--- src/rtl/vx_cache_victim_sel.sv ---
// Victim-way selector for a set-associative cache: prefers a free (invalid,
// unlocked) way, otherwise scans for an unlocked way from a PRNG-chosen start.
module vx_cache_victim_sel #(
    parameter int NUM_WAYS  = 4,
    parameter int NBITS     = 8,
    parameter int TAG_WIDTH = 4,
    localparam int WAY_BITS = $clog2(NUM_WAYS)
) (
    input  logic                 clk,
    input  logic                 reset,
    input  logic [NBITS-1:0]     rnd_num,
    input  logic                 req_valid,
    output logic                 req_ready,
    input  logic [NUM_WAYS-1:0]  req_valid_mask,
    input  logic [NUM_WAYS-1:0]  req_lock_mask,
    input  logic [TAG_WIDTH-1:0] req_tag,
    output logic                 rsp_valid,
    input  logic                 rsp_ready,
    output logic [WAY_BITS-1:0]  rsp_way,
    output logic                 rsp_evict,
    output logic                 rsp_fail,
    output logic [TAG_WIDTH-1:0] rsp_tag
);

    typedef enum logic [1:0] {
        IDLE = 2'd0,
        SCAN = 2'd1,
        RESP = 2'd2
    } state_t;

    state_t                state_reg, state_next;
    logic [NUM_WAYS-1:0]   vmask_reg, vmask_next;
    logic [NUM_WAYS-1:0]   lmask_reg, lmask_next;
    logic [TAG_WIDTH-1:0]  tag_reg, tag_next;
    logic [WAY_BITS-1:0]   idx_reg, idx_next;
    logic [WAY_BITS-1:0]   cnt_reg, cnt_next;
    logic [WAY_BITS-1:0]   way_reg, way_next;
    logic                  evict_reg, evict_next;
    logic                  fail_reg, fail_next;

    logic [NUM_WAYS-1:0]   free_mask;
    logic                  free_any;
    logic [WAY_BITS-1:0]   free_way;

    // Lowest-index free way; descending loop lets the lowest set bit win.
    always_comb begin
        free_mask = ~vmask_reg & ~lmask_reg;
        free_any  = |free_mask;
        free_way  = '0;
        for (int i = NUM_WAYS - 1; i >= 0; i--) begin
            if (free_mask[i]) begin
                free_way = WAY_BITS'(i);
            end
        end
    end

    always_comb begin
        state_next = state_reg;
        vmask_next = vmask_reg;
        lmask_next = lmask_reg;
        tag_next   = tag_reg;
        idx_next   = idx_reg;
        cnt_next   = cnt_reg;
        way_next   = way_reg;
        evict_next = evict_reg;
        fail_next  = fail_reg;
        req_ready  = 1'b0;
        rsp_valid  = 1'b0;

        unique case (state_reg)
            IDLE: begin
                req_ready = 1'b1;
                if (req_valid) begin
                    vmask_next = req_valid_mask;
                    lmask_next = req_lock_mask;
                    tag_next   = req_tag;
                    idx_next   = rnd_num[WAY_BITS-1:0];
                    cnt_next   = '0;
                    state_next = SCAN;
                end
            end
            SCAN: begin
                // cnt is zero only on the first scan cycle, which alone may take a free way.
                if (cnt_reg == '0 && free_any) begin
                    way_next   = free_way;
                    evict_next = 1'b0;
                    fail_next  = 1'b0;
                    state_next = RESP;
                end else if (!lmask_reg[idx_reg]) begin
                    way_next   = idx_reg;
                    evict_next = vmask_reg[idx_reg];
                    fail_next  = 1'b0;
                    state_next = RESP;
                end else if (cnt_reg == WAY_BITS'(NUM_WAYS - 1)) begin
                    way_next   = '0;
                    evict_next = 1'b0;
                    fail_next  = 1'b1;
                    state_next = RESP;
                end else begin
                    idx_next = idx_reg + 1'b1;
                    cnt_next = cnt_reg + 1'b1;
                end
            end
            RESP: begin
                rsp_valid = 1'b1;
                if (rsp_ready) begin
                    state_next = IDLE;
                end
            end
            default: begin
                state_next = IDLE;
            end
        endcase
    end

    always_ff @(posedge clk) begin
        if (reset) begin
            state_reg <= IDLE;
            vmask_reg <= '0;
            lmask_reg <= '0;
            tag_reg   <= '0;
            idx_reg   <= '0;
            cnt_reg   <= '0;
            way_reg   <= '0;
            evict_reg <= 1'b0;
            fail_reg  <= 1'b0;
        end else begin
            state_reg <= state_next;
            vmask_reg <= vmask_next;
            lmask_reg <= lmask_next;
            tag_reg   <= tag_next;
            idx_reg   <= idx_next;
            cnt_reg   <= cnt_next;
            way_reg   <= way_next;
            evict_reg <= evict_next;
            fail_reg  <= fail_next;
        end
    end

    assign rsp_way   = way_reg;
    assign rsp_evict = evict_reg;
    assign rsp_fail  = fail_reg;
    assign rsp_tag   = tag_reg;

endmodule

--- config.mk ---
export PLATFORM = sky130hd
export DESIGN_NAME = vx_cache_victim_sel
export DESIGN_NICKNAME = d
export VERILOG_FILES = /design/src/rtl/vx_cache_victim_sel.sv
export SDC_FILE = /design/constraint.sdc
export NUM_CORES = 1
export LEC_CHECK = 0
export ABC_AREA = 1
export BUFFER_PORTS_ARGS = -buffer_cell sky130_fd_sc_hd__buf_2
export CORE_ASPECT_RATIO = 0.8
export CORE_MARGIN = 3
export CORE_UTILIZATION = 49
export CTS_CLUSTER_SIZE = 28
export DETAILED_ROUTE_END_ITERATION = 12
export GPL_ROUTABILITY_DRIVEN = 1
export GPL_TIMING_DRIVEN = 0
export PLACE_DENSITY = 0.8
export SYNTH_ARGS = -nofsm -noshare
export SYNTH_HDL_FRONTEND = slang
export SYNTH_SLANG_ARGS = --single-unit
export TNS_END_PERCENT = 20
--- constraint.sdc ---
create_clock -name clk -period 1.5 [get_ports clk]
set_clock_uncertainty 0.05 [all_clocks]
set_input_delay 0.15 -clock clk [delete_from_list [all_inputs] [get_ports clk]]
set_output_delay 0.15 -clock clk [all_outputs]
set_load 0.01 [all_outputs]
After elaboration in Yosys (flattened, before gate mapping)
Cells that the tools add are included.
{ "op_classes": {"order_cmp": 1, "n_addsub": 2, "bitwise_logic": 3, "n_eq_ne": 10, "n_mux": 35, "reduce_logical": 9} }
{ "op_table": {"columns": ["cell", "n"], "rows": [
  ["2-bit two-way mux", 20],
  ["1-bit two-way mux", 10],
  ["2-bit != test, second input constant", 5],
  ["4-bit inverter", 2],
  ["2-bit one-hot mux with 2 select lines", 2],
  ["2-bit one-hot mux with 3 select lines", 1],
  ["5-bit AND reduction", 1],
  ["2-bit by 1-bit adder with 2-bit output, second input constant", 2],
  ["4-bit bitwise AND", 1],
  ["1-bit binary-select mux with 2-bit select", 2],
  ["2-bit == test, second input constant", 2],
  ["2-bit logical NOT", 2],
  ["4-bit != test, second input constant", 1],
  ["2-bit AND reduction", 2],
  ["4-bit OR reduction", 1],
  ["2-bit by 3-bit < comparator with 1-bit output, second input constant", 1],
  ["3-bit by 2-bit != test with 1-bit output, second input constant", 1],
  ["3-bit AND reduction", 1],
  ["2-bit by 1-bit == test with 1-bit output, second input constant", 1],
  ["2-bit nonzero test", 1],
  ["1-bit logical AND", 1]
]} }
{ "word_totals": {"word_cells": 69, "out_inout_bits": 10, "in_bits": 24, "ff_bits": 22} }

Longest topological paths before layout
Gate-level depths: netlist of the first run.
{ "logic_depth": {"word_depth": 7, "mapped_depth": 11, "ltp_nobuf": 10} }

Least setup slack after synthesis of the first run
Ideal clock, no wire load.
{ "synth_timing": {"path_type": "reg2reg", "from": "register cnt_reg[0]", "to": "register cnt_reg[1]", "required_time_ns": 1.341, "t_arrival_ns": 1.028, "path_buffers": 0, "setup_ns": 0.109, "setup_slack_ns": 0.312, "period_less_slack_ns": 1.188, "stages_incl_launch_ff": 9, "path_cell_list": "dfxtp_1 -> inv_1 -> ha_1 -> nand2_4 -> nand3_4 -> nand2_4 -> nand2_1 -> nand2_1 -> nor2_1"} }
{ "synth_between": {"elab_chain_len": 5, "elab_cells_between_ends": 11, "classes_between": "1 x add/sub; 3 x eq/ne; 4 x mux; 3 x reduce/logical"} }
{ "synth_rtl": {"columns": ["item", "line", "rtl"], "rows": [
  ["from (decl)", "36", "logic [WAY_BITS-1:0] cnt_reg, cnt_next;"],
  ["from (signal assigned)", "133", "cnt_reg <= cnt_next;"],
  ["2-bit by 1-bit adder with 2-bit output", "101", "cnt_next = cnt_reg + 1'b1;"],
  ["2-bit two-way mux", "94", "end else if (cnt_reg == WAY_BITS'(NUM_WAYS - 1)) begin"],
  ["2-bit two-way mux", "89", "end else if (!lmask_reg[idx_reg]) begin"],
  ["2-bit two-way mux", "84", "if (cnt_reg == '0 && free_any) begin"],
  ["2-bit one-hot mux with 2 select lines", "70", "unique case (state_reg)"]
]} }
Several ways; a longest one is shown, not always the timed one. The select of a mux whose other input is x is not followed.
A chain may end at the register's enable or synchronous reset.

Worst setup path after layout of the first run
{ "layout_timing": {"from": "register cnt_reg[0]", "to": "register cnt_reg[0]"} }
Same word-level chain as after synthesis.

==> tab_implementation.tex, run 1 <==
\begin{tabular}{lr}
\hline
Metric & Value \\
\hline
\multicolumn{2}{l}{\textbf{Run status}} \\
\quad Outcome & finished clean \\
\multicolumn{2}{l}{\textbf{Worst setup path}} \\
\quad WS Path Type & reg -> reg \\
\quad Cell count of the worst reg-to-reg path & 7 \\
\quad Critical Path Fanout Max & 6 \\
\quad Type of element capturing the critical path & flop \\
\quad Worst r2r src & cnt\_reg[0] \\
\quad Setup slack on the worst flop-to-flop path & 0.14 ns \\
\quad Data arrival time of the critical path & 1.56 ns \\
\quad Critical Path RT & 1.70 ns \\
\quad Crit start category & flop \\
\quad Worst flop-to-flop path endpoint & cnt\_reg[0] \\
\multicolumn{2}{l}{\textbf{Synth}} \\
\quad Summed instance area of the synthesized netlist & 1109 µm² \\
\quad Most frequently used cell type in the post-synthesis netlist & sky130\_fd\_sc\_hd\_\_nor2\_1 \\
\quad Post-synth cell types & 25 \\
\quad Top cells by count, synth & 40 x sky130\_fd\_sc\_hd\_\_nor2\_1, 22 x sky130\_fd\_sc\_hd\_\_dfxtp\_1, 22 x sky130\_fd\_sc\_hd\_\_nand2\_1, 17 x sky130\_fd\_sc\_hd\_\_o21ai\_0, 8 x sky130\_fd\_sc\_hd\_\_inv\_1 \\
\quad Number of instances in the synthesized netlist & 157 \\
\quad Post-synth top area cell & sky130\_fd\_sc\_hd\_\_dfxtp\_1 \\
\quad Seq/Total Area, Yosys & 39.73\% \\
\quad Post-Synthesis Net Count & 183 \\
\quad Post-Synthesis Mean Instance Area & 7.061 µm² \\
\quad Fraction of registers with async set or reset after synthesis & 0\% \\
\quad Yosys synthesis warning count & 0 \\
\quad Leading post-synthesis cells by cell area & sky130\_fd\_sc\_hd\_\_dfxtp\_1 40\%, sky130\_fd\_sc\_hd\_\_nor2\_1 14\%, sky130\_fd\_sc\_hd\_\_o21ai\_0 7.7\% \\
\quad Number of flops mapped to enable cells by yosys & 0 \\
\quad Proportion of netlist area held by the largest area contributor & 39.73\% \\
\quad Commonest register cell after synthesis & sky130\_fd\_sc\_hd\_\_dfxtp\_1 \\
\quad Register bit total from synthesis & 22 \\
\multicolumn{2}{l}{\textbf{Power and ir drop}} \\
\quad Relative contribution of combinational cells to total power & 26.1\% \\
\quad Static Leak & 0.0006267 µW \\
\quad Power per cell area & 1180 nW/µm² \\
\quad Internal power contribution & 1082 µW \\
\quad Clock share of power & 29.4\% \\
\quad P\_sw & 483.8 µW \\
\quad IR Drop Worst-Case VDD & 788.1 µV \\
\quad Switching share of total power & 30.90\% \\
\quad Register share of total power & 44.6\% \\
\multicolumn{2}{l}{\textbf{Cells and area}} \\
\quad Share of final-layout standard cells stronger than drive strength 1 & 27.13\% \\
\quad Final nets & 215 \\
\quad Area occupied by multi-input gates & 589.3 µm² \\
\quad Layout Area Growth over Synthesis & 19.64\% \\
\quad Antenna cell count & 0 \\
\quad Combined flip-flop and latch cell area & 440.4 µm² \\
\quad Final-layout fill cell count & 171 \\
\multicolumn{2}{l}{\textbf{CTS}} \\
\quad Number of buffers inserted during clock tree synthesis & 3 \\
\quad CTS-repair resized insts & 0 \\
\quad Setup bufs post-CTS & 0 \\
\quad Worst-Skew Late Latency & 0.32 ns \\
\quad Root Driver & sky130\_fd\_sc\_hd\_\_clkbuf\_4 \\
\quad Number of hold-repair buffers added at the cts stage & 0 \\
\quad Number of sinks handled by clock tree synthesis & 22 \\
\quad CTS max path bufs & 2 \\
\quad CTS H-tree depth & 1 \\
\quad Clock-pin slew on the worst setup and hold paths & 0.13 ns \\
\quad Clock tree from TritonCTS & built \\
\multicolumn{2}{l}{\textbf{STA}} \\
\quad Worst hold margin & 0.008963 ns \\
\quad Number of failing hold endpoints at the final stage & 0 \\
\quad RSZ-0062 raised after global routing & no \\
\quad Final setup TNS & 0 ns \\
\quad Part of the cycle the worst path needs & 90.85\% \\
\quad Worst-margin pin slew & 0.4358 ns \\
\quad Remaining max-slew budget at the tightest pin & 70.95\% \\
\quad Maximum clock rate & 0.7338 GHz \\
\quad Minimum setup slack in the final design & 0.1373 ns \\
\quad Number of pins exceeding their max-slew limit in the final report & 0 \\
\quad Final critical-path required period & 1.363 ns \\
\quad Final-report setup violation count & 0 \\
\multicolumn{2}{l}{\textbf{Detailed routing}} \\
\quad Vias post-DR & 1103 \\
\quad Detailed-route wire length & 2435 µm \\
\quad Violation count after the first detailed-route iteration & 50 \\
\quad Post-route DRC violation count & 0 \\
\quad WL/cell & 11.49 µm \\
\quad Vias/cell & 5.203 \\
\quad Count of TritonRoute iterations in the first routing pass & 4 \\
\quad Antenna violation net count after detailed routing & 0 \\
\multicolumn{2}{l}{\textbf{Floorplan}} \\
\quad Overall die height & 48.54 µm \\
\quad Die Footprint & 2873 µm² \\
\quad Area of the core & 2014 µm² \\
\quad Initial Utilization & 55.03\% \\
\quad Total number of placement rows & 14 \\
\quad Io pins & 34 \\
\quad X dimension of the die & 59.18 µm \\
\multicolumn{2}{l}{\textbf{GRT}} \\
\quad Global routing usage summed across all routing layers & 17.59\% \\
\quad Final global-route overflow total & 0 \\
\quad Number of antenna violations at the first check in global routing & 0 \\
\quad First-pass GRT wire length & 4022 µm \\
\quad Number of global-route vias before repair & 966 \\
\quad Maximum number of pins on one net before global-route repair & 14 \\
\multicolumn{2}{l}{\textbf{Placed design}} \\
\quad Minimum setup slack after placement & 0.1595 ns \\
\quad Routability congestion estimate from global placement & 0.8527 \\
\quad Number of buffer cells added on primary ports & 27 \\
\quad Placed wire-length estimate & 1831 µm \\
\multicolumn{2}{l}{\textbf{Min path}} \\
\quad Min-Delay Endpoint & cnt\_reg[1] \\
\quad Critical hold path startpoint & reset \\
\quad Worst Hold Class & in -> reg \\
\quad Worst hold path cell count & 2 \\
\multicolumn{2}{l}{\textbf{Run}} \\
\quad Max-cap viol count & 0 \\
\hline
\end{tabular}
-- per-stage QoR --
step / std cells / power [µW] / cell area [µm²] / utilization (%)
after floorplan: 157 / 1000 / 1109 / -
after global placement: 208 / 1100 / 1274 / 63.23
after detailed placement: 208 / 1117 / 1274 / 63.23
after CTS: 212 / 1573 / 1326 / 65.84
after global routing: 212 / 1661 / 1326 / 65.84
final: 212 / 1566 / 1326 / 65.84
-- power by group through the flow --
stage | registers, µW | logic (µW) | clock network (µW)
2_1_floorplan | 716 | 284 | 0
3_3_place_gp | 706 | 393 | 0
3_5_place_dp | 711 | 406 | 0
4_1_cts | 698 | 409 | 466
5_1_grt | 705 | 467 | 490
6_report | 698 | 408 | 460
-- cell usage in the layout, fill, tap and decap left out, types with 2 or more instances in the layout --
master and instances:
sky130_fd_sc_hd__nand3_1 7, sky130_fd_sc_hd__nand2_2 6, sky130_fd_sc_hd__inv_2 3, sky130_fd_sc_hd__a21oi_1 6, sky130_fd_sc_hd__nand3_4 2, sky130_fd_sc_hd__dfxtp_1 22
sky130_fd_sc_hd__ha_1 2, sky130_fd_sc_hd__o21ai_0 17, sky130_fd_sc_hd__o22ai_1 2, sky130_fd_sc_hd__nand3_2 2, sky130_fd_sc_hd__o21ai_1 4, sky130_fd_sc_hd__nor2_2 2
sky130_fd_sc_hd__buf_2 28, sky130_fd_sc_hd__inv_1 8, sky130_fd_sc_hd__nand2_1 22, sky130_fd_sc_hd__clkbuf_4 3, sky130_fd_sc_hd__clkinv_1 2, sky130_fd_sc_hd__nor2_1 40
sky130_fd_sc_hd__nand2_4 2
-- layer usage --
layer  part of all wire [%]  vias to the layer above  track usage (%)
met4                    1.7                        0            5.660
met2                     46                       47            26.55
met1                     43                      487            23.91
li1                       -                      563                -
met3                    9.2                        6            4.787
met5                      0                        -                0
-- worst max-delay path, cell delays in order, from the launching register on --
cell	delay (ns)
sky130_fd_sc_hd__dfxtp_1	0.42
sky130_fd_sc_hd__inv_1	0.07
sky130_fd_sc_hd__ha_1	0.26
sky130_fd_sc_hd__nand2_4	0.12
sky130_fd_sc_hd__nand3_4	0.12
sky130_fd_sc_hd__nand2_4	0.10
sky130_fd_sc_hd__nand2_1	0.05
sky130_fd_sc_hd__a21oi_1	0.12
-- cell type report --
type | count | area share, %
multi-input cells | 117 | 44.43
flip-flops and latches | 22 | 33.21
repair buffers | 27 | 10.19
inverters | 14 | 4.151
clock inverters | 1 | 2.264
well taps | 24 | 2.264
plain buffers | 4 | 1.792
clock buffers | 3 | 1.698
-- how the worst max path moves through the flow --
| stage | cells past startpoint | from | to |
|---|---|---|---|
| detailed placement | 8 | cnt_reg[0] | cnt_reg[1] |
| floorplan | 8 | cnt_reg[0] | cnt_reg[1] |
| global route | 10 | idx_reg[0] | rsp_way[1] |
| global placement | 8 | cnt_reg[0] | cnt_reg[1] |
| CTS | 7 | cnt_reg[0] | cnt_reg[0] |
| finish | 7 | cnt_reg[0] | cnt_reg[0] |
-- cells by family after synthesis --
kind of cell	count (synthesis)	synth area share, %
adders and majority gates	2	2.257
buffers and inverters	18	7.110
xor gates and xnor gates	1	0.7902
AOI/OAI and AO/OA	29	13.32
and+or+nand+nor	85	36.79
DFF	22	39.73
No activity file was read; power rests on OpenSTA's default activity.
==> run 2: changes to the inputs <==
--- a/config.mk
+++ b/config.mk
@@ -14,6 +14,7 @@
 export DETAILED_ROUTE_END_ITERATION = 12
 export GPL_ROUTABILITY_DRIVEN = 1
 export GPL_TIMING_DRIVEN = 0
+export MAX_ROUTING_LAYER = met4
 export PLACE_DENSITY = 0.8
 export SYNTH_ARGS = -nofsm -noshare
 export SYNTH_HDL_FRONTEND = slang
==> run 2 against run 1 <==
  * Hold slack improved by 0.0027 ns
  * Total power shrank 0.15%
  * Sequential share of layout area is the same
  * Die area unchanged
  * Clock-buffer cell count unchanged
  * Routed wire length down 1.1%
  * Critical path type unchanged
  * Largest cell class unchanged
  * Largest power group unchanged
==> tab_implementation.tex, run 2 (synthesis gave the netlist of run 1 again) <==
\begin{tabular}{lr}
\hline
Metric & Value \\
\hline
\multicolumn{2}{l}{\textbf{Detailed routing}} \\
\quad Post-route DRC violation count & 0 (unchanged) \\
\quad Vias post-DR & 1098 (-0.45\%) \\
\quad Count of TritonRoute iterations in the first routing pass & 5 (+1) \\
\quad Antenna violation net count after detailed routing & 0 (unchanged) \\
\quad WL/cell & 11.36 µm (-1.1\%) \\
\quad Detailed-route wire length & 2408 µm (-1.1\%) \\
\quad Violation count after the first detailed-route iteration & 48 (-4.0\%) \\
\quad Vias/cell & 5.179 (-0.45\%) \\
\multicolumn{2}{l}{\textbf{CTS}} \\
\quad CTS H-tree depth & 1 (unchanged) \\
\quad CTS max path bufs & 2 (unchanged) \\
\quad Clock tree from TritonCTS & built \\
\quad Worst-Skew Late Latency & 0.32 ns (about the same) \\
\quad Clock-pin slew on the worst setup and hold paths & 0.13 ns (about the same) \\
\quad Root Driver & sky130\_fd\_sc\_hd\_\_clkbuf\_4 \\
\quad Number of sinks handled by clock tree synthesis & 22 (unchanged) \\
\quad Number of buffers inserted during clock tree synthesis & 3 (unchanged) \\
\multicolumn{2}{l}{\textbf{STA}} \\
\quad RSZ-0062 raised after global routing & no \\
\quad Minimum setup slack in the final design & 0.1361 ns (-0.001178 ns) \\
\quad Remaining max-slew budget at the tightest pin & 73.16\% (+2.2 points) \\
\quad Final setup TNS & 0 ns (unchanged) \\
\quad Number of pins exceeding their max-slew limit in the final report & 0 (unchanged) \\
\quad Maximum clock rate & 0.7332 GHz (about the same) \\
\quad Final-report setup violation count & 0 (unchanged) \\
\quad Final critical-path required period & 1.364 ns (+0.001178 ns) \\
\quad Number of failing hold endpoints at the final stage & 0 (unchanged) \\
\quad Worst-margin pin slew & 0.4026 ns (-0.03320 ns) \\
\quad Part of the cycle the worst path needs & 90.93\% (about the same) \\
\multicolumn{2}{l}{\textbf{Cells and area}} \\
\quad Antenna cell count & 0 (unchanged) \\
\quad Share of final-layout standard cells stronger than drive strength 1 & 27.13\% (unchanged) \\
\quad Fin util & 65.84\% (unchanged) \\
\quad Highest-count cells in the layout ignoring fill and taps & 40 x sky130\_fd\_sc\_hd\_\_nor2\_1, 28 x sky130\_fd\_sc\_hd\_\_buf\_2, 22 x sky130\_fd\_sc\_hd\_\_nand2\_1, 22 x sky130\_fd\_sc\_hd\_\_dfxtp\_1, 17 x sky130\_fd\_sc\_hd\_\_o21ai\_0 \\
\quad Leading cell type in the layout, fill and taps excluded & sky130\_fd\_sc\_hd\_\_nor2\_1 \\
\quad Final nets & 215 (unchanged) \\
\quad Layout Area Growth over Synthesis & 19.64\% (unchanged) \\
\multicolumn{2}{l}{\textbf{GRT}} \\
\quad Global routing usage summed across all routing layers & 18.07\% (+0.48 points) \\
\quad Maximum number of pins on one net before global-route repair & 14 (unchanged) \\
\quad Number of global-route vias before repair & 966 (unchanged) \\
\quad Number of antenna violations at the first check in global routing & 0 (unchanged) \\
\quad First-pass GRT wire length & 4022 µm (unchanged) \\
\quad Final global-route overflow total & 0 (unchanged) \\
\multicolumn{2}{l}{\textbf{Floorplan}} \\
\quad Total number of placement rows & 14 (unchanged) \\
\quad Io pins & 34 (unchanged) \\
\quad Die Footprint & 2873 µm² (unchanged) \\
\quad Overall die height & 48.54 µm (unchanged) \\
\quad X dimension of the die & 59.18 µm (unchanged) \\
\quad Area of the core & 2014 µm² (unchanged) \\
\quad Initial Utilization & 55.03\% (unchanged) \\
\multicolumn{2}{l}{\textbf{Power and ir drop}} \\
\quad Power per cell area & 1179 nW/µm² (-0.15\%) \\
\quad Static Leak & 0.0006267 µW (unchanged) \\
\quad IR Drop Worst-Case VDD & 785.6 µV (-0.32\%) \\
\multicolumn{2}{l}{\textbf{Placed design}} \\
\quad Minimum setup slack after placement & 0.1595 ns (unchanged) \\
\quad Placed wire-length estimate & 1831 µm (unchanged) \\
\quad Number of buffer cells added on primary ports & 27 (unchanged) \\
\quad Routability congestion estimate from global placement & 0.8662 (+1.6\%) \\
\multicolumn{2}{l}{\textbf{Worst setup path}} \\
\quad Critical path buffer and inverter count & 1 (unchanged) \\
\quad Critical Path Fanout Max & 6 (unchanged) \\
\quad Setup slack on the worst flop-to-flop path & 0.14 ns (about the same) \\
\quad Type of element capturing the critical path & flop \\
\quad Crit path top cell by count & sky130\_fd\_sc\_hd\_\_nand2\_4 \\
\quad Crit start category & flop \\
\quad Worst r2r src & cnt\_reg[0] \\
\quad Cell-by-cell trace of the critical path & inv\_1 > ha\_1 > nand2\_4 > nand3\_4 > nand2\_4 > nand2\_1 > a21oi\_1 \\
\quad Data arrival time of the critical path & 1.56 ns (about the same) \\
\quad Critical Path RT & 1.70 ns (about the same) \\
\quad WS Path Type & reg -> reg \\
\quad Cell with the largest stage delay on the worst path & sky130\_fd\_sc\_hd\_\_dfxtp\_1 \\
\quad Worst flop-to-flop path endpoint & cnt\_reg[0] \\
\quad Delay of the slowest cell on the worst path & 0.42 ns (about the same) \\
\quad Cell count of the worst reg-to-reg path & 7 (unchanged) \\
\quad Cell type group with the largest total delay on the critical path & flip-flops \\
\multicolumn{2}{l}{\textbf{Min path}} \\
\quad Critical hold path startpoint & reset \\
\quad Worst Hold Class & in -> reg \\
\quad Worst hold path cell count & 2 (unchanged) \\
\quad Min-Delay Endpoint & cnt\_reg[1] \\
\multicolumn{2}{l}{\textbf{Run status}} \\
\quad Outcome & finished clean \\
\multicolumn{2}{l}{\textbf{Run}} \\
\quad Max-cap viol count & 0 (unchanged) \\
\hline
\end{tabular}
## run 2: final cells by class
class,count,area [µm²]
fill,171,688.2
timing repair buffer,27,135.1
sequential,22,440.4
clock buffer,3,22.52
multi-input combinational,117,589.3
buffer,4,23.77
inverter,14,55.05
clock inverter,1,30.03
tap,24,30.03
## run 2: worst max path at each step
stage,startpoint,to,cells past startpoint
final,cnt_reg[0],cnt_reg[0],7
after global routing,idx_reg[0],rsp_way[1],10
after CTS,cnt_reg[0],cnt_reg[0],7
after detailed placement,cnt_reg[0],cnt_reg[1],8
after global placement,cnt_reg[0],cnt_reg[1],8
after floorplan,cnt_reg[0],cnt_reg[1],8
## run 2: per-stage QoR
stage	std cells	power (µW)	area [µm²]	hold WS [ns]
after global routing	212	1661	1326	0.002581
after floorplan	157	1000	1109	0.1691
after CTS	212	1573	1326	0.006053
after global placement	208	1100	1274	0.3418
after detailed placement	208	1117	1274	0.3531
final	212	1563	1326	0.01171
## run 2: timing repair
item | in CTS | in global routing
hold buffers | 0 | 0
resized for setup | 0 | 0
hold endpoints to repair | 0 | 0
buffers inserted | 0 | 0
endpoints found under the setup margin | 0 | 2
## run 2: power by group
group / total (µW) / switching [µW] / leakage (µW) / internal [µW]
clock network: 458 / 188 / 0.0000279 / 270
logic: 408 / 248 / 0.000417 / 160
registers: 698 / 46.1 / 0.000182 / 651
total: 1560 / 482 / 0.000627 / 1080
## run 2: metal layers
metal  global-route usage, %  up-vias  routed length [µm]
met5                       -        -                   0
met3                   4.787        6                 168
met2                   26.55       45                1112
met1                   23.91      483                1090
met4                   5.660        0                  36
li1                        -      564                   -
